`src/rtl/if_fetch_ctrl_if.sv`:
```
// Instruction-SRAM request channel between the fetch sequencer (master)
// and the instruction memory (slave).
interface if_fetch_ctrl_if;
  // A request transfers on a cycle where inst_sram_req and inst_sram_addr_ok are
  // both 1; while req=1 and addr_ok=0 the master holds req/addr stable. One
  // inst_sram_data_ok pulse, carrying inst_sram_rdata, answers each accepted
  // request, and at most one request is outstanding at a time.
  logic        inst_sram_req;
  logic [31:0] inst_sram_addr;
  logic        inst_sram_addr_ok;
  logic        inst_sram_data_ok;
  logic [31:0] inst_sram_rdata;

  modport master (
    output inst_sram_req,
    output inst_sram_addr,
    input  inst_sram_addr_ok,
    input  inst_sram_data_ok,
    input  inst_sram_rdata
  );

  modport slave (
    input  inst_sram_req,
    input  inst_sram_addr,
    output inst_sram_addr_ok,
    output inst_sram_data_ok,
    output inst_sram_rdata
  );
endinterface

```
`src/rtl/if_fetch_ctrl.sv`:
```
// Fetch-stage sequencer: owns the fetch PC, runs one SRAM request at a time,
// buffers the returned word and cancels wrong-path fetches on redirect.
module if_fetch_ctrl #(
  parameter logic [31:0] RESET_PC = 32'h1c000000
) (
  input  logic                   clk,
  input  logic                   resetn,
  input  logic                   id_allowin,
  input  logic                   br_taken,
  input  logic [31:0]            br_target,
  if_fetch_ctrl_if.master        sram,
  output logic                   if_ready_go,
  output logic [31:0]            if_pc,
  output logic [31:0]            if_inst,
  output logic [1:0]             dbg_state_o
);

  typedef enum logic [1:0] {
    IDLE = 2'd0,
    REQ  = 2'd1,
    WAIT = 2'd2,
    HOLD = 2'd3
  } state_t;

  state_t      state_q;
  logic [31:0] fetch_pc_q;
  logic        cancel_q;
  logic [31:0] hold_pc_q;
  logic [31:0] hold_inst_q;

  logic [31:0] br_pc_d;
  logic [31:0] seq_pc_d;

  assign br_pc_d  = br_target & ~32'h3;
  assign seq_pc_d = hold_pc_q + 32'd4;

  assign sram.inst_sram_req  = (state_q == REQ);
  assign sram.inst_sram_addr = {fetch_pc_q[31:2], 2'b00};
  assign if_ready_go         = (state_q == HOLD) & id_allowin & ~br_taken;
  assign if_pc               = hold_pc_q;
  assign if_inst             = hold_inst_q;
  assign dbg_state_o         = state_q;

  always_ff @(posedge clk) begin
    if (!resetn) begin
      state_q     <= IDLE;
      fetch_pc_q  <= RESET_PC;
      cancel_q    <= 1'b0;
      hold_pc_q   <= RESET_PC - 32'd4;
      hold_inst_q <= 32'd0;
    end else begin
      case (state_q)
        IDLE: state_q <= REQ;

        REQ: begin
          if (br_taken) fetch_pc_q <= br_pc_d;
          if (sram.inst_sram_addr_ok) begin
            // The pre-redirect address was already accepted; its data must be dropped.
            state_q   <= WAIT;
            hold_pc_q <= fetch_pc_q;
            cancel_q  <= br_taken;
          end
        end

        WAIT: begin
          if (br_taken) fetch_pc_q <= br_pc_d;
          if (sram.inst_sram_data_ok) begin
            cancel_q <= 1'b0;
            if (cancel_q || br_taken) begin
              state_q <= REQ;
            end else begin
              hold_inst_q <= sram.inst_sram_rdata;
              state_q     <= HOLD;
            end
          end else if (br_taken) begin
            cancel_q <= 1'b1;
          end
        end

        HOLD: begin
          if (br_taken) begin
            fetch_pc_q <= br_pc_d;
            state_q    <= REQ;
          end else if (id_allowin) begin
            fetch_pc_q <= seq_pc_d;
            state_q    <= REQ;
          end
        end

        default: state_q <= IDLE;
      endcase
    end
  end

endmodule

```
`src/flat_wrapper.sv`:
```
// flat-port wrapper written by rule: the top's interface ports become plain ports
module if_fetch_ctrl_flat 
#(
  parameter logic [31:0] RESET_PC = 32'h1c000000
)
  (clk, resetn, id_allowin, br_taken, br_target, if_ready_go, if_pc, if_inst, dbg_state_o, sram_inst_sram_req, sram_inst_sram_addr, sram_inst_sram_addr_ok, sram_inst_sram_data_ok, sram_inst_sram_rdata);
  if_fetch_ctrl_if sram_i ();
  input  logic clk;
  input  logic resetn;
  input  logic id_allowin;
  input  logic br_taken;
  input  logic [31:0] br_target;
  output logic if_ready_go;
  output logic [31:0] if_pc;
  output logic [31:0] if_inst;
  output logic [1:0] dbg_state_o;
  output wire logic [$bits(sram_i.inst_sram_req)-1:0] sram_inst_sram_req;
  output wire logic [$bits(sram_i.inst_sram_addr)-1:0] sram_inst_sram_addr;
  input wire logic [$bits(sram_i.inst_sram_addr_ok)-1:0] sram_inst_sram_addr_ok;
  input wire logic [$bits(sram_i.inst_sram_data_ok)-1:0] sram_inst_sram_data_ok;
  input wire logic [$bits(sram_i.inst_sram_rdata)-1:0] sram_inst_sram_rdata;
  assign sram_inst_sram_req = sram_i.inst_sram_req;
  assign sram_inst_sram_addr = sram_i.inst_sram_addr;
  assign sram_i.inst_sram_addr_ok = sram_inst_sram_addr_ok;
  assign sram_i.inst_sram_data_ok = sram_inst_sram_data_ok;
  assign sram_i.inst_sram_rdata = sram_inst_sram_rdata;
  if_fetch_ctrl #(.RESET_PC(RESET_PC)) u_core (.clk(clk), .resetn(resetn), .id_allowin(id_allowin), .br_taken(br_taken), .br_target(br_target), .sram(sram_i), .if_ready_go(if_ready_go), .if_pc(if_pc), .if_inst(if_inst), .dbg_state_o(dbg_state_o));
endmodule
```
`config.mk`:
```
export PLATFORM = sky130hd
export DESIGN_NAME = if_fetch_ctrl_flat
export DESIGN_NICKNAME = d
export VERILOG_FILES = /design/src/rtl/if_fetch_ctrl_if.sv /design/src/rtl/if_fetch_ctrl.sv /design/src/flat_wrapper.sv
export SDC_FILE = /design/constraint.sdc
export NUM_CORES = 1
export LEC_CHECK = 0
export BUFFER_PORTS_ARGS = -buffer_cell sky130_fd_sc_hd__buf_2
export CAP_MARGIN = 25
export CORE_ASPECT_RATIO = 0.6
export CORE_MARGIN = 4
export CORE_UTILIZATION = 32
export CTS_CLUSTER_DIAMETER = 150
export DETAILED_ROUTE_END_ITERATION = 7
export PLACE_DENSITY = 0.55
export SLEW_MARGIN = 0
export SYNTH_ARGS = -nofsm -noshare
export SYNTH_HDL_FRONTEND = slang
export SYNTH_SLANG_ARGS = --single-unit
```
`constraint.sdc`:
```
create_clock -name clk -period 2.02 [get_ports clk]
set_clock_uncertainty 0.15 [all_clocks]
set_input_delay 0.505 -clock clk [delete_from_list [all_inputs] [get_ports clk]]
set_output_delay 0.505 -clock clk [all_outputs]
set_load 0.03 [all_outputs]
```
After elaboration in Yosys (flattened, before gate mapping)
Cells that the tools add are included.
{ "op_classes": {"n_addsub": 1, "n_eq_ne": 8, "mux": 14, "n_bitwise": 4, "reduce_logical": 10} }
{ "op_table": {"columns": ["operator", "count"], "rows": [
  ["$mux W32", 3],
  ["$pmux W32 S2", 1],
  ["$add A32 B3 Y32 const B", 1],
  ["$reduce_and A3 Y1", 4],
  ["$mux W2", 5],
  ["$pmux W2 S4", 1],
  ["$ne A3 B3 Y1 const B", 2],
  ["$eq A2 B2 Y1 const B", 2],
  ["$ne A2 B1 Y1 const B", 2],
  ["$reduce_bool A2 Y1", 2],
  ["$mux W1", 3],
  ["$and A1 B1 Y1", 2],
  ["$eq A2 B1 Y1 const B", 1],
  ["$logic_not A2 Y1", 1],
  ["$ne A2 B2 Y1 const B", 1],
  ["$not A1 Y1", 2],
  ["$pmux W1 S2", 1],
  ["$reduce_and A2 Y1", 1],
  ["$reduce_or A2 Y1", 1],
  ["$logic_or A1 B1 Y1", 1]
]} }
{ "word_totals": {"ff_bits": 99, "inputBits": 70, "out_inout_bits": 100, "elab_cells": 42} }

Longest topological paths before layout
Gate-level depths: netlist (run 1).
{ "depth": {"word_depth": 4, "ltp_mapped": 9} }

Worst setup path before layout (run 1)
Ideal clock, no wire load.
{ "synth_path": {"kind": "register to output", "startpoint": "register u_core.state_q[1] (netlist: u_core.dbg_state_o[1])", "endpoint": "output port if_ready_go", "arrival_ns": 1.957, "required_time_ns": 1.365, "slack_ns": -0.592, "stages_incl_launch_ff": 6, "path_cell_list": "dfxtp_1 -> ha_1 -> nor2b_1 -> clkbuf_1 -> buf_1 -> and2_1"} }
{ "synth_via": {"elab_chain_len": 3} }
{ "synth_rtl": {"columns": ["element", "line_no", "rtl"], "rows": [
  ["from (decl)", "if_fetch_ctrl.sv:25", "state_t state_q;"],
  ["from (signal assigned)", "if_fetch_ctrl.sv:46", "state_q <= IDLE;"],
  ["from (signal assigned)", "if_fetch_ctrl.sv:53", "IDLE: state_q <= REQ;"],
  ["from (signal assigned)", "if_fetch_ctrl.sv:59", "state_q <= WAIT;"],
  ["$eq A2 B2 Y1", "if_fetch_ctrl.sv:39", "assign if_ready_go = (state_q == HOLD) & id_allowin & ~br_taken;"],
  ["$and A1 B1 Y1 (2 in series)", "if_fetch_ctrl.sv:39", null],
  ["to (decl)", "flat_wrapper.sv:13", "output logic if_ready_go;"]
]} }
No other way between the ends.

Worst setup path in the final report (run 1)
{ "layout_path": {"startpoint": "register u_core.state_q[0] (netlist: u_core.dbg_state_o[0])", "endpoint": "output port if_ready_go"} }
Same word-level chain as after synthesis.

==> flow_summary.ini, run 1 <==
[floorplan]
coreArea_mm2 = 0.0139
fp.dieW_um = 164
die_h_um = 101
die-area_mm2 = 0.0166
start_util_pct = 33.4
i_o_pin_cnt = 170
std_cell_rows = 33

[place]
gp_routability_congestion = 0.843
postPlaceCellArea_mm2 = 0.00574
numPlacedInstances = 923
dp_hpwl_um = 11000
numPortBuffers = 165

[timing]
fin_tns_setup_ns = 0
post-route-period-util_pct = 99.5
final_hold_viol_count = 0
max_clock_freq_mhz = 498
final-setup-viol-count = 0
rsz_0062_raised_after_global_routing = true
timing.final.max_slew_violations = 0
holdWs_ns = 0.251
period_minus_slack_ns = 2.01

[detailed_routing]
drc = 0
drt.antenna.violating_nets = 0
detail_route.wl_per_cell_um = 16.0
drt_first_iter_violations = 226
routed_wl_um = 15100
via_count = 4599
number_of_vias_per_cell = 4.89
firstDrtPassIters = 5

[cells_and_area]
area.growth.synth_to_final_pct = 31.3
finalInstanceArea_mm2 = 0.00610
sequential_cell_area_mm2 = 0.00202
multi_input_area_mm2 = 0.00233
final.fill_count = 1395
finish.cell_count_without_fillers = 941
final_layout_size_suffix_gt1_share_pct = 33.6
diodes = 0
nets = 818

[setup_path]
critical_path.cell_chain = buf_6 > ha_4 > nor2b_4 > and2_4 > buf_6
crit_buf_inv = 2
cp.required_ns = 1.36
critPathKind = reg -> out
critical_path_fanout_max = 4
stage_delay_of_the_slowest_cell_on_the_critical_path_ns = 0.35
critical_path.endpoint_type = output pin
worstPathArrival_ns = 1.35
critical_path.top_delay_family = flip-flops
critical-path-slowest-cell = sky130_fd_sc_hd__dfxtp_4
crit_path_frequent_cell = sky130_fd_sc_hd__buf_6
critical_path_start_type = flip-flop

[yosys]
synth-warning-count = 0
ys_async_sr_fraction_pct = 0
netlist_top_cells_count = 162 x sky130_fd_sc_hd__nand2_1, 99 x sky130_fd_sc_hd__dfxtp_1, 51 x sky130_fd_sc_hd__a21oi_1
library_cell_with_the_highest_instance_count_after_synthesis = sky130_fd_sc_hd__nand2_1
synth_top_area_cell = sky130_fd_sc_hd__dfxtp_1
synth_area_leaders = sky130_fd_sc_hd__dfxtp_1 43%, sky130_fd_sc_hd__nand2_1 13%, sky130_fd_sc_hd__a21oi_1 5.5%
yosysSeqAreaShare_pct = 42.6
netlist_area_mm2 = 0.00465
synth.top_cell.area_share_pct = 42.6
synth_edf_count = 0
synthCells = 602
synthesis.area_per_instance_um2 = 7.72
dominantRegCellSynth = sky130_fd_sc_hd__dfxtp_1
flip_flop_and_latch_count_after_synthesis = 99
unique_masters_post_synth = 49

[clocking]
cts_root_buffer = sky130_fd_sc_hd__clkbuf_16
worst_skew_pair.late_latency_ns = 0.34
cts_num_sinks = 99
ctsLongestPathBuffers = 2
clock_slew_seen_by_the_registers_of_the_worst_setup_and_hold_paths_ns = 0.07
cts_tree = done
tritoncts.num_buffers = 9
clock_tree.htree_level_count = 3

[power]
worst_ir_drop_vdd_mv = 0.438
seq_power_share_pct = 40.1
fin_total_pwr_uw = 5760
switching_share_of_power_pct = 35.8
clock_power_share_pct = 28.3
power_report.internal_total_uw = 3700
power_density_mw_per_mm2 = 944
power.share.combinational_pct = 31.5
leakage_uw = 0.00266
netSwitchingPower_uw = 2060

[global_route]
first_pass_grt_wire_length_um = 24200
largest_net_degree_at_the_start_of_global_routing = 37
antenna_violations_before_repair = 0
grt_overall_usage_pct = 18.3
grt-ovfl-total = 0
vias_in_the_first_global_route = 4593

[outcome]
status = completed

[flow_run]
max_cap_violations = 0

[worst_hold_path]
min_path_type = in -> reg
-- worst min-delay path, stage by stage --
cell and delay (ns):
sky130_fd_sc_hd__buf_2 0.09, sky130_fd_sc_hd__nand2_1 0.04, sky130_fd_sc_hd__a21oi_1 0.05
-- flip-flops by register name, summed over array words and instances, names as in the netlist --
register / flops
u_core.if_inst: 32
u_core.fetch_pc_q: 32
u_core.dbg_state_o: 2
u_core.cancel_q: 1
u_core.if_pc: 32
-- path summary, 6_finish.rpt --
kind | startpoint | end | slack (ns) | depth (start not counted)
min | sram_inst_sram_rdata[18] | u_core.if_inst[18] | 0.25 | 3
max reg2reg | u_core.if_pc[2] | u_core.fetch_pc_q[30] | 0.07 | 6
min reg2reg | u_core.if_inst[12] | u_core.if_inst[12] | 0.30 | 2
max | u_core.dbg_state_o[0] | if_ready_go | 0.01 | 5
-- power by group through the flow --
| stage | sequential (uW) | combinational [uW] | clock, uW |
|---|---|---|---|
| 2_1_floorplan | 2460 | 1090 | 0 |
| 3_3_place_gp | 2340 | 1730 | 0 |
| 5_1_grt | 2330 | 1980 | 1750 |
| 6_report | 2310 | 1820 | 1630 |
| 4_1_cts | 2310 | 1770 | 1690 |
| 3_5_place_dp | 2350 | 1750 | 0 |
-- stage by stage --
stage,setup slack [ns],utilization [%]
6_report,0.0106,43.9
4_1_cts,0.00621,43.5
5_1_grt,-0.0502,43.9
3_5_place_dp,0.00632,41.3
2_1_floorplan,-0.0101,-
3_3_place_gp,0.0343,41.3
-- repair_timing --
item                                    in CTS  in global routing
pin swaps                                    2                  0
endpoints found under the hold margin        0                  0
hold buffers                                 0                  0
endpoints found under the setup margin       2                  8
buffers inserted                             1                  0
cloned                                       0                  1
resized for setup                            7                  4
-- routing by layer --
| layer | wire length [um] | part of all wire (%) | GRT usage (%) |
|---|---|---|---|
| met5 | 0 | 0 | 0 |
| met2 | 6460 | 43 | 27.5 |
| met1 | 7400 | 49 | 26.7 |
| met3 | 1060 | 7.0 | 4.39 |
| met4 | 171 | 1.1 | 4.32 |
-- kinds of logic after synthesis --
| group | count (synthesis) | share of synthesized area [%] |
|---|---|---|
| xor+xnor | 23 | 4.33 |
| fa+ha+maj | 4 | 1.08 |
| buf+inv | 79 | 8.99 |
| compound gates | 113 | 14.9 |
| simple gates | 281 | 27.6 |
| other cells | 1 | 0.0807 |
| mux | 2 | 0.431 |
| flops | 99 | 42.6 |
-- cell type report --
cell class / instances / area share, %
Tap cell: 192 / 3.94
Clock inverter: 6 / 0.656
Clock buffer: 10 / 3.92
Multi-Input combinational cell: 425 / 38.1
Sequential cell: 99 / 33.0
Timing Repair Buffer: 201 / 19.8
Inverter: 8 / 0.492
-- layout by cell type, fill, tap and decap left out, types with 2 or more instances in the layout --
| cell | synthesis | final |
|---|---|---|
| sky130_fd_sc_hd__nor2b_1 | 4 | 2 |
| sky130_fd_sc_hd__and2_1 | 4 | 3 |
| sky130_fd_sc_hd__and4_1 | 5 | 5 |
| sky130_fd_sc_hd__nor2_1 | 24 | 23 |
| sky130_fd_sc_hd__buf_6 | 0 | 2 |
| sky130_fd_sc_hd__inv_1 | 8 | 6 |
| sky130_fd_sc_hd__o21ai_1 | 2 | 2 |
| sky130_fd_sc_hd__a31o_2 | 2 | 2 |
| sky130_fd_sc_hd__dfxtp_4 | 0 | 5 |
| sky130_fd_sc_hd__mux2i_1 | 2 | 2 |
| sky130_fd_sc_hd__nand2_1 | 162 | 162 |
| sky130_fd_sc_hd__o21ai_0 | 13 | 13 |
| sky130_fd_sc_hd__buf_4 | 32 | 27 |
| sky130_fd_sc_hd__a211oi_1 | 5 | 5 |
| sky130_fd_sc_hd__o31a_1 | 2 | 2 |
| sky130_fd_sc_hd__ha_4 | 0 | 3 |
| sky130_fd_sc_hd__clkinv_2 | 0 | 3 |
| sky130_fd_sc_hd__conb_1 | 1 | 2 |
| sky130_fd_sc_hd__dfxtp_1 | 99 | 81 |
| sky130_fd_sc_hd__clkbuf_16 | 0 | 10 |
| sky130_fd_sc_hd__and3_1 | 7 | 7 |
| sky130_fd_sc_hd__o211ai_1 | 12 | 12 |
| sky130_fd_sc_hd__or3_1 | 6 | 6 |
| sky130_fd_sc_hd__xnor2_1 | 8 | 8 |
| sky130_fd_sc_hd__xor2_1 | 15 | 15 |
| sky130_fd_sc_hd__dfxtp_2 | 0 | 13 |
| sky130_fd_sc_hd__a21oi_1 | 51 | 50 |
| sky130_fd_sc_hd__buf_2 | 1 | 164 |
| sky130_fd_sc_hd__nor3_1 | 8 | 8 |
| sky130_fd_sc_hd__nand3_1 | 43 | 43 |
| sky130_fd_sc_hd__o2bb2ai_1 | 2 | 2 |
| sky130_fd_sc_hd__a21boi_0 | 9 | 9 |
| sky130_fd_sc_hd__buf_12 | 0 | 7 |
| sky130_fd_sc_hd__a31oi_1 | 6 | 6 |
| sky130_fd_sc_hd__nand4_1 | 8 | 8 |
No activity file was read; power rests on OpenSTA's default activity.
==> run 2: changes to the inputs <==
--- a/config.mk
+++ b/config.mk
@@ -7,12 +7,14 @@
 export LEC_CHECK = 0
 export BUFFER_PORTS_ARGS = -buffer_cell sky130_fd_sc_hd__buf_2
 export CAP_MARGIN = 25
+export CELL_PAD_IN_SITES_DETAIL_PLACEMENT = 1
+export CELL_PAD_IN_SITES_GLOBAL_PLACEMENT = 2
 export CORE_ASPECT_RATIO = 0.6
 export CORE_MARGIN = 4
-export CORE_UTILIZATION = 32
+export CORE_UTILIZATION = 24
 export CTS_CLUSTER_DIAMETER = 150
 export DETAILED_ROUTE_END_ITERATION = 7
-export PLACE_DENSITY = 0.55
+export PLACE_DENSITY = 0.72
 export SLEW_MARGIN = 0
 export SYNTH_ARGS = -nofsm -noshare
 export SYNTH_HDL_FRONTEND = slang
==> flow_summary.ini, run 2 (synthesized netlist as in run 1, its figures left out) <==
[outcome]
status = completed

[setup_path]
critical_path.top_delay_family = flip-flops
critical_path_fanout_max = 5
r2r_endpoint = u_core.fetch_pc_q[18]
critical_path.reg2reg.startpoint = u_core.dbg_state_o[0]
cp.required_ns = 1.36
critical_path.endpoint_type = output pin
reg2reg_setup_slack_ns = 0.07
critical-path-slowest-cell = sky130_fd_sc_hd__dfxtp_4
critical_path.cell_chain = ha_4 > nor2b_4 > and2_4 > buf_6
stage_delay_of_the_slowest_cell_on_the_critical_path_ns = 0.40
crit_buf_inv = 1
critPathKind = reg -> out
ff2ff_path_depth = 8
critical_path_start_type = flip-flop
worstPathArrival_ns = 1.34

[power]
power_report.internal_total_uw = 4110
power.share.combinational_pct = 30.6
worst_ir_drop_vdd_mv = 0.481
power_density_mw_per_mm2 = 985
clock_power_share_pct = 32.5
leakage_uw = 0.00275
netSwitchingPower_uw = 2130
seq_power_share_pct = 36.9
switching_share_of_power_pct = 34.1

[global_route]
antenna_violations_before_repair = 1
first_pass_grt_wire_length_um = 27300
largest_net_degree_at_the_start_of_global_routing = 37
grt_overall_usage_pct = 15.9
vias_in_the_first_global_route = 4901
grt-ovfl-total = 0

[detailed_routing]
drt-met1-wl_um = 8640
drt_first_iter_violations = 188
via_count = 4774
number_of_vias_per_cell = 4.73
firstDrtPassIters = 4
route.top_layer_used = met4
detail_route.wl_per_cell_um = 17.4
wl_met3_um = 1330
drc = 0
routed_wl_um = 17500
detailroute.wirelength.met2_um = 7430
drt.antenna.violating_nets = 0

[timing]
period_minus_slack_ns = 1.99
max_clock_freq_mhz = 502
timing.final.ws_setup_ns = 0.0260
post-route-period-util_pct = 98.7
final-setup-viol-count = 0
fin_tns_setup_ns = 0
final_hold_viol_count = 0
timing.final.max_slew_violations = 0
rsz_0062_raised_after_global_routing = true

[place]
dp_hpwl_um = 12900
postPlaceCellArea_mm2 = 0.00588
gp_routability_congestion = 0.805
numPortBuffers = 165
post_place_setup_slack_ns = -0.0747

[floorplan]
die_h_um = 116
std_cell_rows = 39
coreArea_mm2 = 0.0190
start_util_pct = 24.4
i_o_pin_cnt = 170
fp.dieW_um = 188
die-area_mm2 = 0.0217

[cells_and_area]
final_layout_size_suffix_gt1_share_pct = 35.1
postLayoutCoreUtil_pct = 33.3
nets = 832
layout.cells.most_common_list = 163 x sky130_fd_sc_hd__buf_2, 162 x sky130_fd_sc_hd__nand2_1, 81 x sky130_fd_sc_hd__dfxtp_1
area.growth.synth_to_final_pct = 36.4
finalInstanceArea_mm2 = 0.00634
final.fill_count = 2306
layout_commonest_cell = sky130_fd_sc_hd__buf_2

[clocking]
clock_tree.htree_level_count = 3
cts_num_sinks = 99
cts_root_buffer = sky130_fd_sc_hd__clkbuf_16
tritoncts.num_buffers = 9
clock_slew_seen_by_the_registers_of_the_worst_setup_and_hold_paths_ns = 0.07
worst_skew_pair.late_latency_ns = 0.35
cts_tree = done
ctsLongestPathBuffers = 2

[worst_hold_path]
holdPathEnd = u_core.if_inst[8]
holdPathStages = 3
hp-start = sram_inst_sram_rdata[8]
min_path_type = in -> reg

[flow_run]
max_cap_violations = 0
==> run 2: cell types whose count changed in the layout (fill, tap and decap cells not counted), moves of 2 or more <==
cell                        previous run  this run
sky130_fd_sc_hd__clkbuf_1              0         2
sky130_fd_sc_hd__bufinv_16             0         3
sky130_fd_sc_hd__clkinv_2              3         0
sky130_fd_sc_hd__buf_4                27        44
==> run 2: worst reg2reg max path, cell delays in order (launching register included) <==
cell and delay [ns]:
sky130_fd_sc_hd__dfxtp_4 0.39, sky130_fd_sc_hd__inv_2 0.05, sky130_fd_sc_hd__ha_4 0.26, sky130_fd_sc_hd__nor2b_4 0.15
sky130_fd_sc_hd__nor2_4 0.24, sky130_fd_sc_hd__buf_12 0.16, sky130_fd_sc_hd__nor2_1 0.04, sky130_fd_sc_hd__or3_1 0.35
sky130_fd_sc_hd__a21oi_2 0.11
==> run 2: final cells by class <==
type                    instances  area, um^2  share of cell area, %
multi-input cells             425        2340                   36.9
repair buffers                215        1300                   20.5
clock buffers                  12         246                   3.89
well taps                     246         308                   4.85
diodes                          1        2.50                 0.0395
flip-flops and latches         99        2020                   31.9
inverters                       8        30.0                  0.474
clock inverters                 4        97.6                   1.54
==> run 2: how the worst max path moves through the flow <==
stage / from / end / slack [ns] / cells past startpoint
floorplan: u_core.dbg_state_o[0] / u_core.fetch_pc_q[28] / -0.01 / 8
global placement: u_core.dbg_state_o[0] / u_core.fetch_pc_q[18] / -0.02 / 8
detailed placement: u_core.dbg_state_o[0] / u_core.fetch_pc_q[18] / -0.07 / 8
CTS: u_core.if_pc[2] / u_core.fetch_pc_q[22] / 0.008 / 8
global route: u_core.dbg_state_o[1] / if_ready_go / -0.03 / 4
finish: u_core.dbg_state_o[1] / if_ready_go / 0.03 / 4
==> run 2: power groups by stage <==
stage / clock [uW] / sequential, uW / combinational (uW)
6_report: 2030 / 2300 / 1910
5_1_grt: 2180 / 2330 / 2080
4_1_cts: 2100 / 2300 / 1870
3_5_place_dp: 0 / 2340 / 1840
3_3_place_gp: 0 / 2330 / 1810
2_1_floorplan: 0 / 2460 / 1090
==> run 2: timing repair <==
| item | 4_1_cts | 5_1_grt |
|---|---|---|
| hold buffers | 0 | 0 |
| setup endpoints to repair | 11 | 21 |
| pin swaps | 1 | 5 |
| setup buffers | 1 | 6 |
| hold endpoints to repair | 0 | 0 |
| resized for setup | 9 | 8 |
| cloned | 0 | 0 |
==> run 2: metrics by stage <==
step | hold WS, ns | std cells | power [uW]
6_report | 0.234 | 1010 | 6240
5_1_grt | 0.230 | 1010 | 6590
4_1_cts | 0.216 | 1003 | 6270
3_5_place_dp | 0.296 | 986 | 4190
3_3_place_gp | 0.290 | 986 | 4150
2_1_floorplan | 0.282 | 603 | 3560
==> run 2: metal layers <==
metal | vias up | GRT usage (%)
met5 | - | 0
met4 | 0 | 3.23
met3 | 12 | 5.15
met2 | 135 | 24.1
met1 | 2294 | 22.4
li1 | 2333 | -
==> run 3: changes to the inputs <==
--- a/config.mk
+++ b/config.mk
@@ -14,6 +14,7 @@
 export CORE_UTILIZATION = 24
 export CTS_CLUSTER_DIAMETER = 150
 export DETAILED_ROUTE_END_ITERATION = 7
+export MAX_ROUTING_LAYER = met4
 export PLACE_DENSITY = 0.72
 export SLEW_MARGIN = 0
 export SYNTH_ARGS = -nofsm -noshare
==> flow_summary.ini, run 3 (synthesized netlist as in run 1, its figures left out) <==
[setup_path]
critPathKind = reg -> out
ff2ff_path_depth = 8
worstPathArrival_ns = 1.34
critical_path_start_type = flip-flop
cp.required_ns = 1.36
critical_path.endpoint_type = output pin
critical_path_fanout_max = 5
reg2reg_setup_slack_ns = 0.06

[clocking]
cts_root_buffer = sky130_fd_sc_hd__clkbuf_16
worst_skew_pair.late_latency_ns = 0.35
ctsLongestPathBuffers = 2
clock_tree.htree_level_count = 3
cts_tree = done
tritoncts.num_buffers = 9
clock_slew_seen_by_the_registers_of_the_worst_setup_and_hold_paths_ns = 0.07
cts_num_sinks = 99

[detailed_routing]
routed_wl_um = 17600
detail_route.wl_per_cell_um = 17.4
drt.antenna.violating_nets = 0
number_of_vias_per_cell = 4.72
drt_first_iter_violations = 227
firstDrtPassIters = 4
via_count = 4764
drc = 0

[floorplan]
i_o_pin_cnt = 170
die-area_mm2 = 0.0217
coreArea_mm2 = 0.0190
fp.dieW_um = 188
std_cell_rows = 39
start_util_pct = 24.4
die_h_um = 116

[timing]
max_clock_freq_mhz = 502
rsz_0062_raised_after_global_routing = true
timing.final.max_slew_violations = 0
holdWs_ns = 0.236
final_hold_viol_count = 0
post-route-period-util_pct = 98.7
final-setup-viol-count = 0
period_minus_slack_ns = 1.99

[place]
numPortBuffers = 165
dp_hpwl_um = 12900
gp_routability_congestion = 0.816
postPlaceCellArea_mm2 = 0.00588

[cells_and_area]
final_layout_size_suffix_gt1_share_pct = 35.1
area.growth.synth_to_final_pct = 36.4
final.fill_count = 2306
layout_commonest_cell = sky130_fd_sc_hd__buf_2
sequential_cell_area_mm2 = 0.00202
layout.cells.most_common_list = 163 x sky130_fd_sc_hd__buf_2, 162 x sky130_fd_sc_hd__nand2_1, 81 x sky130_fd_sc_hd__dfxtp_1
multi_input_area_mm2 = 0.00234
finalInstanceArea_mm2 = 0.00634
nets = 832

[power]
power_density_mw_per_mm2 = 986
switching_share_of_power_pct = 34.2
power.share.combinational_pct = 30.6
seq_power_share_pct = 36.8
leakage_uw = 0.00275
worst_ir_drop_vdd_mv = 0.481
power_report.internal_total_uw = 4110
netSwitchingPower_uw = 2140
clock_power_share_pct = 32.5

[worst_hold_path]
holdPathStages = 3
min_path_type = in -> reg

[global_route]
grt-ovfl-total = 0
first_pass_grt_wire_length_um = 27300
vias_in_the_first_global_route = 4897
largest_net_degree_at_the_start_of_global_routing = 37
grt_overall_usage_pct = 16.4
antenna_violations_before_repair = 1

[flow_run]
max_cap_violations = 0

[outcome]
status = completed
run 3: power by group through the flow:
stage	Combinational [uW]	Clock [uW]	Sequential [uW]
after detailed placement	1840	0	2340
final	1920	2030	2300
after global placement	1810	0	2330
after global routing	2080	2180	2330
after CTS	1870	2100	2300
after floorplan	1090	0	2460
run 3: per-stage QoR:
| stage | total power (uW) | setup TNS [ns] | cells | setup slack (ns) | utilization [%] |
|---|---|---|---|---|---|
| after global placement | 4150 | -0.0211 | 986 | -0.0211 | 30.9 |
| after detailed placement | 4190 | -0.218 | 986 | -0.0747 | 30.9 |
| final | 6250 | 0 | 1010 | 0.0260 | 33.3 |
| after CTS | 6270 | 0 | 1003 | 0.00822 | 32.9 |
| after floorplan | 3560 | -0.0101 | 603 | -0.0101 | - |
| after global routing | 6590 | -0.0517 | 1010 | -0.0320 | 33.3 |
run 3: cell type report:
type                    instances  area share [%]
flip-flops and latches         99            31.9
repair buffers                215            20.5
well taps                     246            4.85
multi-input cells             425            36.9
clock buffers                  12            3.89
diodes                          1          0.0395
clock inverters                 4            1.54
inverters                       8           0.474
run 3: per-layer routing:
layer  GRT usage (%)  up-vias  part of all wire [%]
li1                -     2331                     -
met1            22.9     2288                    50
met2            24.0      131                    42
met3            4.36       14                   6.3
met4            3.23        0                  0.73
met5               -        -                     0
run 3: path summary, 6_finish.rpt:
path / start / to
worst max-delay path: u_core.dbg_state_o[1] / if_ready_go
worst max register to register: u_core.dbg_state_o[0] / u_core.fetch_pc_q[18]
worst min-delay path: sram_inst_sram_rdata[8] / u_core.if_inst[8]
worst min register to register: u_core.if_inst[17] / u_core.if_inst[17]
run 3: critical path, stage by stage, from the launching register on:
cell	delay (ns)
sky130_fd_sc_hd__dfxtp_4	0.40
sky130_fd_sc_hd__ha_4	0.16
sky130_fd_sc_hd__nor2b_4	0.15
sky130_fd_sc_hd__and2_4	0.15
sky130_fd_sc_hd__buf_6	0.12
run 3: what timing repair did:
action	4_1_cts	5_1_grt
endpoints found under the setup margin	11	21
buffers inserted	1	6
pin swaps	1	5
resized for setup	9	8
hold buffers	0	0
